[config.mk]
export PLATFORM = sky130hd
export DESIGN_NAME = commit_controller
export DESIGN_NICKNAME = d
export VERILOG_FILES = /design/src/rtl/commit_controller_pkg.sv /design/src/rtl/commit_controller_classify.sv /design/src/rtl/commit_controller.sv
export SDC_FILE = /design/constraint.sdc
export NUM_CORES = 1
export LEC_CHECK = 0
export CAP_MARGIN = 20
export CORE_MARGIN = 2
export CORE_UTILIZATION = 37
export DETAILED_ROUTE_END_ITERATION = 10
export PLACE_DENSITY = 0.77
export SLEW_MARGIN = 0
export SYNTH_ARGS = -nofsm -noshare
export SYNTH_HDL_FRONTEND = slang
export SYNTH_SLANG_ARGS = --single-unit
[constraint.sdc]
create_clock -name clk -period 2.8 [get_ports clk]
set_clock_uncertainty 0.15 [all_clocks]
set_input_delay 0.28 -clock clk [delete_from_list [all_inputs] [get_ports clk]]
set_output_delay 0.28 -clock clk [all_outputs]
set_load 0.1 [all_outputs]
[src/rtl/commit_controller_pkg.sv]
// Shared encodings for the retire stage: op codes of the ops it must recognise,
// op classes, sequencer states and store-size codes.
package commit_controller_pkg;

  localparam int OPC_W = 5;

  localparam logic [OPC_W-1:0] OP_ADD  = 5'd0;
  localparam logic [OPC_W-1:0] OP_ADDI = 5'd1;
  localparam logic [OPC_W-1:0] OP_SUB  = 5'd2;
  localparam logic [OPC_W-1:0] OP_AND  = 5'd3;
  localparam logic [OPC_W-1:0] OP_OR   = 5'd4;
  localparam logic [OPC_W-1:0] OP_XOR  = 5'd5;
  localparam logic [OPC_W-1:0] OP_LUI  = 5'd6;
  localparam logic [OPC_W-1:0] OP_BEQ  = 5'd16;
  localparam logic [OPC_W-1:0] OP_BNE  = 5'd17;
  localparam logic [OPC_W-1:0] OP_BLT  = 5'd18;
  localparam logic [OPC_W-1:0] OP_BGE  = 5'd19;
  localparam logic [OPC_W-1:0] OP_BLTU = 5'd20;
  localparam logic [OPC_W-1:0] OP_BGEU = 5'd21;
  localparam logic [OPC_W-1:0] OP_JAL  = 5'd22;
  localparam logic [OPC_W-1:0] OP_JALR = 5'd23;
  localparam logic [OPC_W-1:0] OP_SB   = 5'd24;
  localparam logic [OPC_W-1:0] OP_SH   = 5'd25;
  localparam logic [OPC_W-1:0] OP_SW   = 5'd26;

  typedef enum logic [1:0] {
    CLS_OTHER  = 2'd0,
    CLS_BRANCH = 2'd1,
    CLS_JUMP   = 2'd2,
    CLS_STORE  = 2'd3
  } op_class_t;

  typedef enum logic [1:0] {
    S_RUN     = 2'd0,
    S_ST_WAIT = 2'd1,
    S_FLUSH   = 2'd2
  } state_t;

  localparam logic [1:0] ST_SIZE_B = 2'd0;
  localparam logic [1:0] ST_SIZE_H = 2'd1;
  localparam logic [1:0] ST_SIZE_W = 2'd2;

endpackage

[src/rtl/commit_controller_classify.sv]
// Pure combinational decode of the ROB head: op class, store size,
// mispredict detection and the architecturally correct next PC.
module commit_classify
  import commit_controller_pkg::*;
#(
  parameter int OP_W = 5,
  parameter int XLEN = 32
) (
  input  logic [OP_W-1:0] i_op,
  input  logic [XLEN-1:0] i_pc,
  input  logic [XLEN-1:0] i_addr,
  input  logic            i_pred,
  input  logic            i_outcome,
  input  logic [XLEN-1:0] i_pred_target,
  output op_class_t       o_class,
  output logic [1:0]      o_st_size,
  output logic            o_writes_rd,
  output logic            o_mispredict,
  output logic [XLEN-1:0] o_next_pc
);

  logic            w_tgt_miss;
  logic [XLEN-1:0] w_pc_plus4;

  assign w_tgt_miss = (i_pred_target != i_addr);
  assign w_pc_plus4 = i_pc + XLEN'(4);

  always_comb begin
    o_class   = CLS_OTHER;
    o_st_size = ST_SIZE_W;
    case (i_op)
      OP_W'(OP_BEQ), OP_W'(OP_BNE), OP_W'(OP_BLT),
      OP_W'(OP_BGE), OP_W'(OP_BLTU), OP_W'(OP_BGEU): o_class = CLS_BRANCH;
      OP_W'(OP_JAL), OP_W'(OP_JALR):                 o_class = CLS_JUMP;
      OP_W'(OP_SB): begin
        o_class   = CLS_STORE;
        o_st_size = ST_SIZE_B;
      end
      OP_W'(OP_SH): begin
        o_class   = CLS_STORE;
        o_st_size = ST_SIZE_H;
      end
      OP_W'(OP_SW): begin
        o_class   = CLS_STORE;
        o_st_size = ST_SIZE_W;
      end
      default: ;
    endcase
  end

  always_comb begin
    o_writes_rd  = 1'b0;
    o_mispredict = 1'b0;
    o_next_pc    = w_pc_plus4;
    case (o_class)
      CLS_OTHER: o_writes_rd = 1'b1;
      CLS_BRANCH: begin
        // A taken branch is also wrong when the BTB supplied a stale target.
        o_mispredict = (i_pred != i_outcome) || (i_outcome && w_tgt_miss);
        o_next_pc    = i_outcome ? i_addr : w_pc_plus4;
      end
      CLS_JUMP: begin
        o_writes_rd  = 1'b1;
        o_mispredict = w_tgt_miss;
        o_next_pc    = i_addr;
      end
      default: ;
    endcase
  end

endmodule

[src/rtl/commit_controller.sv]
// Retire-stage sequencer: retires, stalls on, or flushes at the ROB head and
// drives the RF write, the in-order store request and the fetch redirect.
module commit_controller
  import commit_controller_pkg::*;
#(
  parameter int ROB_ID_W = 3,
  parameter int OP_W     = 5,
  parameter int XLEN     = 32
) (
  input  logic                clk,
  input  logic                rst,
  input  logic                head_valid,
  input  logic [ROB_ID_W-1:0] head_id,
  input  logic [OP_W-1:0]     head_op,
  input  logic [4:0]          head_rd,
  input  logic [XLEN-1:0]     head_value,
  input  logic [XLEN-1:0]     head_pc,
  input  logic [XLEN-1:0]     head_addr,
  input  logic                head_pred,
  input  logic                head_outcome,
  input  logic [XLEN-1:0]     head_pred_target,
  output logic                commit_ack,
  output logic                rf_we,
  output logic [4:0]          rf_waddr,
  output logic [XLEN-1:0]     rf_wdata,
  output logic [ROB_ID_W-1:0] rf_rob_id,
  output logic                st_req,
  output logic [XLEN-1:0]     st_addr,
  output logic [XLEN-1:0]     st_data,
  output logic [1:0]          st_size,
  input  logic                st_done,
  output logic                flush,
  output logic [XLEN-1:0]     redirect_pc,
  output logic [31:0]         retired_cnt
);

  state_t          r_state;
  state_t          w_state_nxt;
  logic            r_st_req;
  logic [XLEN-1:0] r_st_addr;
  logic [XLEN-1:0] r_st_data;
  logic [1:0]      r_st_size;
  logic            r_flush;
  logic [XLEN-1:0] r_redirect_pc;
  logic [31:0]     r_retired_cnt;

  op_class_t       w_class;
  logic [1:0]      w_st_size;
  logic            w_writes_rd;
  logic            w_mispredict;
  logic [XLEN-1:0] w_next_pc;
  logic            w_rd_write;
  logic            w_retire;
  logic            w_start_store;
  logic            w_store_done;
  logic            w_start_flush;

  commit_classify #(
    .OP_W (OP_W),
    .XLEN (XLEN)
  ) u_classify (
    .i_op          (head_op),
    .i_pc          (head_pc),
    .i_addr        (head_addr),
    .i_pred        (head_pred),
    .i_outcome     (head_outcome),
    .i_pred_target (head_pred_target),
    .o_class       (w_class),
    .o_st_size     (w_st_size),
    .o_writes_rd   (w_writes_rd),
    .o_mispredict  (w_mispredict),
    .o_next_pc     (w_next_pc)
  );

  assign w_rd_write = w_writes_rd && (head_rd != 5'd0);

  always_comb begin
    w_state_nxt   = r_state;
    commit_ack    = 1'b0;
    rf_we         = 1'b0;
    rf_waddr      = 5'd0;
    rf_wdata      = '0;
    rf_rob_id     = '0;
    w_retire      = 1'b0;
    w_start_store = 1'b0;
    w_store_done  = 1'b0;
    w_start_flush = 1'b0;
    if (!rst) begin
      case (r_state)
        S_RUN: begin
          if (head_valid) begin
            if (w_class == CLS_STORE) begin
              w_start_store = 1'b1;
              w_state_nxt   = S_ST_WAIT;
            end else begin
              // A mispredicted JAL/JALR still writes its link value now;
              // the head itself is retired during the flush cycle.
              rf_we     = w_rd_write;
              rf_waddr  = w_rd_write ? head_rd : 5'd0;
              rf_wdata  = w_rd_write ? head_value : '0;
              rf_rob_id = w_rd_write ? head_id : '0;
              if (w_mispredict) begin
                w_start_flush = 1'b1;
                w_state_nxt   = S_FLUSH;
              end else begin
                commit_ack = 1'b1;
                w_retire   = 1'b1;
              end
            end
          end
        end
        S_ST_WAIT: begin
          if (st_done) begin
            w_store_done = 1'b1;
            w_retire     = 1'b1;
            commit_ack   = head_valid;
            w_state_nxt  = S_RUN;
          end
        end
        S_FLUSH: begin
          w_retire    = 1'b1;
          w_state_nxt = S_RUN;
        end
        default: w_state_nxt = S_RUN;
      endcase
    end
  end

  always_ff @(posedge clk) begin
    if (rst) begin
      r_state       <= S_RUN;
      r_st_req      <= 1'b0;
      r_st_addr     <= '0;
      r_st_data     <= '0;
      r_st_size     <= 2'd0;
      r_flush       <= 1'b0;
      r_redirect_pc <= '0;
      r_retired_cnt <= 32'd0;
    end else begin
      r_state <= w_state_nxt;
      r_flush <= w_start_flush;
      if (w_start_flush) r_redirect_pc <= w_next_pc;
      if (w_start_store) begin
        r_st_req  <= 1'b1;
        r_st_addr <= head_addr;
        r_st_data <= head_value;
        r_st_size <= w_st_size;
      end else if (w_store_done) begin
        r_st_req <= 1'b0;
      end
      if (w_retire) r_retired_cnt <= r_retired_cnt + 32'd1;
    end
  end

  assign st_req      = r_st_req;
  assign st_addr     = r_st_addr;
  assign st_data     = r_st_data;
  assign st_size     = r_st_size;
  assign flush       = r_flush;
  assign redirect_pc = r_redirect_pc;
  assign retired_cnt = r_retired_cnt;

endmodule

==> metrics.md, run 1 <==
| Metric | Value |
|---|---|
| Area grow syn2layout | `78.1%` |
| Worst Setup Path Type | `primary input to output port` |
| Number of core rows | `48` |
| Fin area | `0.0118 sq mm` |
| GRT overflow | `0` |
| Hold Slack | `0.100 ns` |
| Ys async rst share | `0` |
| Chip width | `138 microns` |
| Worst vdd ir | `0.416 mV` |
| P_leak | `4.97 nW` |
| Fin crit period | `2.70 ns` |
| Final Hold Fails | `0` |
| Post-DRT Antenna Nets | `0` |
| DRT Pass-1 Iters | `5` |
| Post-place instance area | `0.0108 sq mm` |
| Worst r2r dst | `retired_cnt[29]$_SDFFE_PP0P_` |
| Crit path max fanout | `2` |
| CTS Sinks | `134` |
| Reg2Reg Depth | `8` |
| Initial Util | `0.381` |
| First-pass GRT wire length | `38.6 mm` |
| Hold Path Class | `primary input to flip-flop` |
| Core Area | `0.0174 sq mm` |
| Final setup fails | `0` |
| Reg-to-Reg Start | `r_state[1]$_SDFFE_PP0P_` |
| Tot Pwr | `5.42 mW` |
| PortBufs | `320` |
| Routed length per placed instance | `18.1 microns` |
| Ports | `321` |
| Post-route DRC | `0` |
| Post-Syn Nets | `986` |
| DRT iter0 DRCs | `396` |
| Final worst-path cycle share | `0.964` |
| Critical path's largest stage delay | `0.43 ns` |
| RePlAce Congestion | `0.947` |
| Worst Setup Start Kind | `primary input` |
| Final wirelength | `26.3 mm` |
| Dpl ws | `-0.614 ns` |
| Synthesized area | `0.00664 sq mm` |
| Number of flops mapped to enable cells by yosys | `0` |
| Slew Viols, Final | `0` |
| Worst setup EP type | `output port` |
| R2R setup slack | `0.15 ns` |
| Clock Latency Late Sink | `0.42 ns` |
| Hold path start | `head_op[0]` |
| Arr. time, crit path | `2.27 ns` |
| Vias in the first global route | `7175` |
| CP cell instances | `clkdlybuf4s50_1, xor2_1, nor4_2, buf_4, nand3_4, buf_6, nor3_4, o21ai_2, a21oi_2, buf_12` |
| Status | `finished, final reports clean` |
| Drt via density | `5.26` |
| Fmax | `371 MHz` |
| Sequential area share after synthesis | `0.404` |
| Post-DP HPWL | `19.5 mm` |
| Final setup margin | `0.102 ns` |
| Slew HR | `0.419` |
| Hold Crit Endpoint | `st_size[0]$_SDFFE_PP0P_` |
| Syn_area_per_cell | `7.96 sq um` |
| Max Cap Viol | `0` |
| Buffers from clock root to sink, at most | `2` |
| Crit-path slowest cell | `clkdlybuf4s50_1` |
| Slew @ Worst Pin | `0.871 ns` |
| Die H | `138 microns` |
| Dominant synthesized flop cell | `dfxtp_1` |
| Hold path cells | `3` |
| Via count | `7636` |
| Clock buffer count from CTS | `17` |
| Root buf cell | `clkbuf_16` |
| Seq cells post-synth | `134` |
| Pin count of the biggest net entering global routing | `87` |
| CP required | `2.37 ns` |
| Yosys cell types | `54` |
| Area of the die | `0.0190 sq mm` |
| Nets@finish | `1366` |
| Layout cells sized above 1 | `0.310` |
| Mapped Cells | `834` |
| YS warnings | `0` |
| CTS clk-pin slew, worst paths | `0.06 ns` |
| CTS tree | `yes` |
| H-Tree Depth | `4` |
| Initial antenna violation count | `2` |
| PD cells | `458 mW/mm^2` |
| GRT Util Overall | `0.267` |
| Crit path max-delay family | `buffers and inverters` |
| CP bufs+invs | `4` |
[stage by stage]
| stage | std cells | setup TNS, ns | utilization |
|---|---|---|---|
| 6_report | 1453 | 0 | 0.679 |
| 5_1_grt | 1453 | -0.00157 | 0.679 |
| 4_1_cts | 1451 | -0.0481 | 0.668 |
| 3_5_place_dp | 1408 | -39.46 | 0.619 |
| 3_3_place_gp | 1408 | -37.04 | 0.619 |
| 2_1_floorplan | 834 | -0.120 | - |
[cells in the mapped netlist (all sizes together), types with 3 or more instances]
library cell / n / area [sq um]
nand4: 16 / 100
o211ai: 3 / 22.5
xor2: 49 / 429
inv: 11 / 41.3
o21ai: 23 / 115
nor2b: 5 / 31.3
nor3: 27 / 135
buf: 6 / 45.0
nand3: 24 / 120
or4: 15 / 113
ha: 5 / 62.6
nand2b: 5 / 38.8
a21o: 3 / 22.5
nor4: 11 / 83.8
nand2: 158 / 593
a221oi: 21 / 190
nor2: 41 / 164
or2: 3 / 18.8
xnor2: 17 / 149
clkbuf: 47 / 176
a22oi: 13 / 97.6
or3: 6 / 37.5
a21oi: 95 / 475
and3: 8 / 50.1
nand3b: 14 / 105
and2: 41 / 256
dfxtp: 134 / 2680
o31ai: 13 / 97.6
[worst max-delay path by stage]
stage                                              end  slack, ns  depth (start not counted)                  from
after floorplan                            rf_waddr[4]      -0.12                          3                   rst
final                                       commit_ack       0.10                         10          head_addr[4]
after global placement    retired_cnt[16]$_SDFFE_PP0P_      -0.54                         13            head_op[3]
after detailed placement  retired_cnt[29]$_SDFFE_PP0P_      -0.61                         13            head_op[3]
after CTS                                   commit_ack      -0.05                         10  head_pred_target[24]
after global routing      retired_cnt[23]$_SDFFE_PP0P_     -0.002                         15            head_op[2]
[layout make-up]
| class | instances | area [sq um] |
|---|---|---|
| Multi-Input combinational cell | 635 | 3960 |
| Clock buffer | 18 | 429 |
| Antenna cell | 1 | 2.50 |
| Clock inverter | 14 | 150 |
| Tap cell | 225 | 282 |
| Sequential cell | 134 | 2700 |
| Timing Repair Buffer | 414 | 4250 |
| Fill cell | 1440 | 5590 |
| Inverter | 12 | 45.0 |
[power breakdown]
group / total (mW) / switching (mW) / internal, mW
sequential: 1.95 / 0.0204 / 1.93
combinational: 1.26 / 0.744 / 0.513
clock: 2.20 / 0.886 / 1.32
[cells in the final DEF (no fill, tap or decap), types with 8 or more instances in the layout]
| master | n |
|---|---|
| buf_4 | 212 |
| nand2_1 | 155 |
| dfxtp_1 | 118 |
| clkdlybuf4s50_1 | 102 |
| a21oi_1 | 93 |
| buf_12 | 49 |
| xor2_1 | 46 |
| nor2_1 | 38 |
| dlymetal6s2s_1 | 33 |
| nor3_1 | 25 |
| nand3_1 | 22 |
| o21ai_0 | 21 |
| and2_1 | 20 |
| a221oi_1 | 20 |
| and2_4 | 19 |
| xnor2_1 | 17 |
| clkbuf_16 | 17 |
| nand4_1 | 16 |
| dfxtp_2 | 16 |
| or4_1 | 15 |
| nand3b_1 | 14 |
| o31ai_1 | 13 |
| a22oi_1 | 13 |
| inv_1 | 10 |
| and3_1 | 8 |
[worst reg2reg max path, stage by stage (launching register included)]
cell and delay (ns):
dfxtp_2 0.33, or3b_4 0.40, nand2b_4 0.16, buf_4 0.13, buf_4 0.13, nor4_4 0.35, nor2_4 0.20, or4_1 0.55
a21oi_1 0.17
[routing by layer]
| layer | up-vias | GRT usage | wire length (microns) |
|---|---|---|---|
| met3 | 63 | 0.0749 | 2210 |
| met2 | 340 | 0.460 | 13100 |
| li1 | 3686 | - | - |
| met4 | 2 | 0.124 | 1040 |
| met5 | - | 0 | 13 |
| met1 | 3545 | 0.305 | 9980 |
[flip-flops by register name, indices dropped and copies added, names as in the netlist]
signal and flops:
redirect_pc 32, retired_cnt 32, st_addr 32, st_data 32, r_state 2, st_size 2, flush 1, st_req 1
[what timing repair did]
action	CTS	global route
buffers inserted	8	2
hold buffers	0	0
cloned	4	0
setup endpoints to repair	69	45
hold endpoints to repair	0	0
pin swaps	16	19
gates resized for setup	56	53
[logic make-up (layout without fill, tap and decap cells)]
logic type | after synthesis | after routing | synth area share
mux | 2 | 2 | 0.00339
fa+ha+maj | 5 | 5 | 0.00942
buf+inv | 65 | 458 | 0.0401
other cells | 0 | 1 | 0
compound gates | 179 | 179 | 0.164
simple gates | 383 | 383 | 0.292
flops | 134 | 134 | 0.404
xor+xnor | 66 | 66 | 0.0871
Power figures use the tool's default switching activity.
==> run 2: changes to the inputs <==
PLACE_DENSITY = 0.82   (was 0.77)
REMOVE_ABC_BUFFERS = 1   (was unset)
==> run 2 against run 1 <==
  * Sequential share of layout area fell by 0.30 points
  * Die area did not move
  * Non-clock buffer count rose by 10
  * Count of clock-buffer cells in the layout rose by 2
  * Via count rose by 1.8%
  * Total power rose by 0.64%
  * Sequential power barely moved
  * Cell area rose by 0.64%
==> metrics.md, run 2 (same netlist as run 1, synthesis figures left out) <==
| Metric | Value |
|---|---|
| Status | `finished, final reports clean` |
| Max Cap Viol | `0 (unchanged)` |
| Layout cells sized above 1 | `0.316 (+0.00664)` |
| Routed length per placed instance | `18.2 microns (+0.36%)` |
| Pin count of the biggest net entering global routing | `89 (+2.3%)` |
| DRT iter0 DRCs | `455 (+15%)` |
| Post-route DRC | `0 (unchanged)` |
| PD cells | `458 mW/mm^2 (about the same)` |
| Worst r2r dst | `retired_cnt[31]$_SDFFE_PP0P_` |
| P_leak | `4.95 nW (-0.35%)` |
| Area of the die | `0.0190 sq mm (unchanged)` |
| R2R setup slack | `0.26 ns (+0.11 ns)` |
| Chip width | `138 microns (unchanged)` |
| Die H | `138 microns (unchanged)` |
| Crit path to | `rf_wdata[7]` |
| Hold buffers post-CTS | `0 (unchanged)` |
| Reg-to-Reg Start | `retired_cnt[17]$_SDFFE_PP0P_` |
| Area grow syn2layout | `79.3%` |
| Slew HR | `0.404 (-0.0153)` |
| Drt via density | `5.31 (+1.1%)` |
| CTS Sinks | `134 (unchanged)` |
| Root buf cell | `clkbuf_16` |
| Ports | `321 (unchanged)` |
| Clock buffer count from CTS | `17 (unchanged)` |
| Worst setup EP type | `output port` |
| Number of core rows | `48 (unchanged)` |
| First-pass GRT wire length | `38.8 mm (+0.61%)` |
| CP cell instances | `clkdlybuf4s50_1, or4_1, nor2_2, nor3_4, buf_6, buf_12, buf_16, and2_4, buf_12` |
| Initial antenna violation count | `1 (-1)` |
| CTS clk-pin slew, worst paths | `0.06 ns (about the same)` |
| Crit path max-delay family | `simple AND/OR/NAND/NOR gates` |
| Post-DP HPWL | `19.1 mm (-2.4%)` |
| Fmax | `367 MHz (-0.95%)` |
| Hold Path Class | `primary input to flip-flop` |
| Final worst-path cycle share | `0.973 (+0.00926)` |
| Reg2Reg Depth | `6 (-2)` |
| Crit. path cell count | `9 (-1)` |
| Utilization after layout | `0.683 (+0.00431)` |
| Initial Util | `0.381 (unchanged)` |
| Slew @ Worst Pin | `0.894 ns (+0.0229 ns)` |
| Vias in the first global route | `7452 (+3.9%)` |
| GRT Util Overall | `0.267 (about the same)` |
| CTS tree | `yes` |
| Slew Viols, Final | `0 (unchanged)` |
| Worst vdd ir | `0.414 mV (-0.41%)` |
| RSZ-0062 raised after global routing | `true` |
| GRT overflow | `0 (unchanged)` |
| Final wirelength | `26.6 mm (+1.0%)` |
| Post-DRT Antenna Nets | `0 (unchanged)` |
| Crit. Startpoint | `head_rd[1]` |
| Nets@finish | `1377 (+0.81%)` |
| Crit path max fanout | `5 (+3)` |
| Core Area | `0.0174 sq mm (unchanged)` |
| Commonest non-fill, non-tap cell in the layout | `buf_4` |
| Fill cell count | `1365 (-5.2%)` |
| Fin crit period | `2.72 ns (+0.0259 ns)` |
| DRT Pass-1 Iters | `5 (unchanged)` |
| PortBufs | `320 (unchanged)` |
| Clock Latency Late Sink | `0.41 ns (about the same)` |
| RePlAce Congestion | `0.921 (-2.7%)` |
| Setup TNS | `0 ns (unchanged)` |
| Final Hold Fails | `0 (unchanged)` |
| Via count | `7770 (+1.8%)` |
| Final setup fails | `0 (unchanged)` |
| Buffers from clock root to sink, at most | `2 (unchanged)` |
| Most used cell, CP | `buf_12` |
| Worst Setup Path Type | `primary input to output port` |
| CP bufs+invs | `5 (+1)` |
| Critical path's largest stage delay | `0.56 ns (+0.13 ns)` |
| Worst Setup Start Kind | `primary input` |
| H-Tree Depth | `4 (unchanged)` |
| Commonest non-fill, non-tap cells in the layout | `buf_4 (220), nand2_1 (156), dfxtp_1 (133), clkdlybuf4s50_1 (108), a21oi_1 (95)` |
| CP required | `2.37 ns (about the same)` |
| Crit-path slowest cell | `or4_1` |
| Arr. time, crit path | `2.29 ns (+0.02 ns)` |
run 2: changes by cell type in the layout (fill, tap and decap cells not counted), sizes merged, moves of 2 or more:
cell,previous run,this run
dlymetal6s2s,33,22
clkinvlp,2,4
clkbuf,18,21
clkdlybuf4s50,102,108
clkinv,7,2
buf,270,279
dlygate4sd2,7,11
run 2: tightest hold or removal path, cell delays in order:
cell and delay, ns:
dlymetal6s2s_1 0.16, nand2_1 0.07, a21oi_1 0.05
run 2: per-stage QoR:
stage	area, sq um	cells	hold slack (ns)	power, mW	worst slack, ns
floorplan	6420	781	0.199	2.56	-3.77
global placement	10800	1411	0.292	3.16	-0.470
detailed placement	10800	1411	0.297	3.17	-0.617
CTS	11700	1452	0.139	5.46	0.00884
global route	11900	1462	0.0615	5.61	-0.0362
finish	11900	1463	0.0480	5.45	0.0758
run 2: timing repair:
item / 4_1_cts / 5_1_grt
setup buffers: 8 / 9
hold endpoints to repair: 0 / 0
setup endpoints to repair: 65 / 64
pin swaps: 13 / 21
gates resized for setup: 76 / 46
cloned: 3 / 1
run 2: worst min-delay path by stage:
| stage | depth (start not counted) | slack [ns] | startpoint | endpoint |
|---|---|---|---|---|
| finish | 3 | 0.05 | head_addr[11] | st_addr[11]$_SDFFE_PP0P_ |
| global route | 3 | 0.06 | head_addr[7] | st_addr[7]$_SDFFE_PP0P_ |
| detailed placement | 2 | 0.30 | st_addr[30]$_SDFFE_PP0P_ | st_addr[30]$_SDFFE_PP0P_ |
| floorplan | 1 | 0.20 | rst | r_state[0]$_SDFFE_PP0P_ |
| CTS | 3 | 0.14 | head_op[0] | st_size[0]$_SDFFE_PP0P_ |
| global placement | 2 | 0.29 | st_addr[0]$_SDFFE_PP0P_ | st_addr[0]$_SDFFE_PP0P_ |
run 2: routing by layer:
| metal | global-route usage | wire [microns] |
|---|---|---|
| met5 | 0 | 0 |
| met4 | 0.125 | 1080 |
| met3 | 0.0771 | 2560 |
| met2 | 0.476 | 13700 |
| met1 | 0.291 | 9310 |
run 2: power by group:
group | total [mW] | leakage (nW) | switching (mW) | internal, mW
clock network | 2.24 | 0.277 | 0.864 | 1.38
logic | 1.25 | 3.59 | 0.736 | 0.517
registers | 1.95 | 1.08 | 0.0198 | 1.93
run 2: cell type report:
| cell class | count | area (sq um) | share of cell area |
|---|---|---|---|
| timing repair buffer | 424 | 4290 | 0.361 |
| multi-input combinational | 636 | 4010 | 0.337 |
| sequential | 134 | 2680 | 0.226 |
| clock buffer | 20 | 467 | 0.0392 |
| tap | 225 | 282 | 0.0237 |
| clock inverter | 10 | 121 | 0.0102 |
| inverter | 12 | 45.0 | 0.00379 |
| antenna | 2 | 5.00 | 0.000421 |
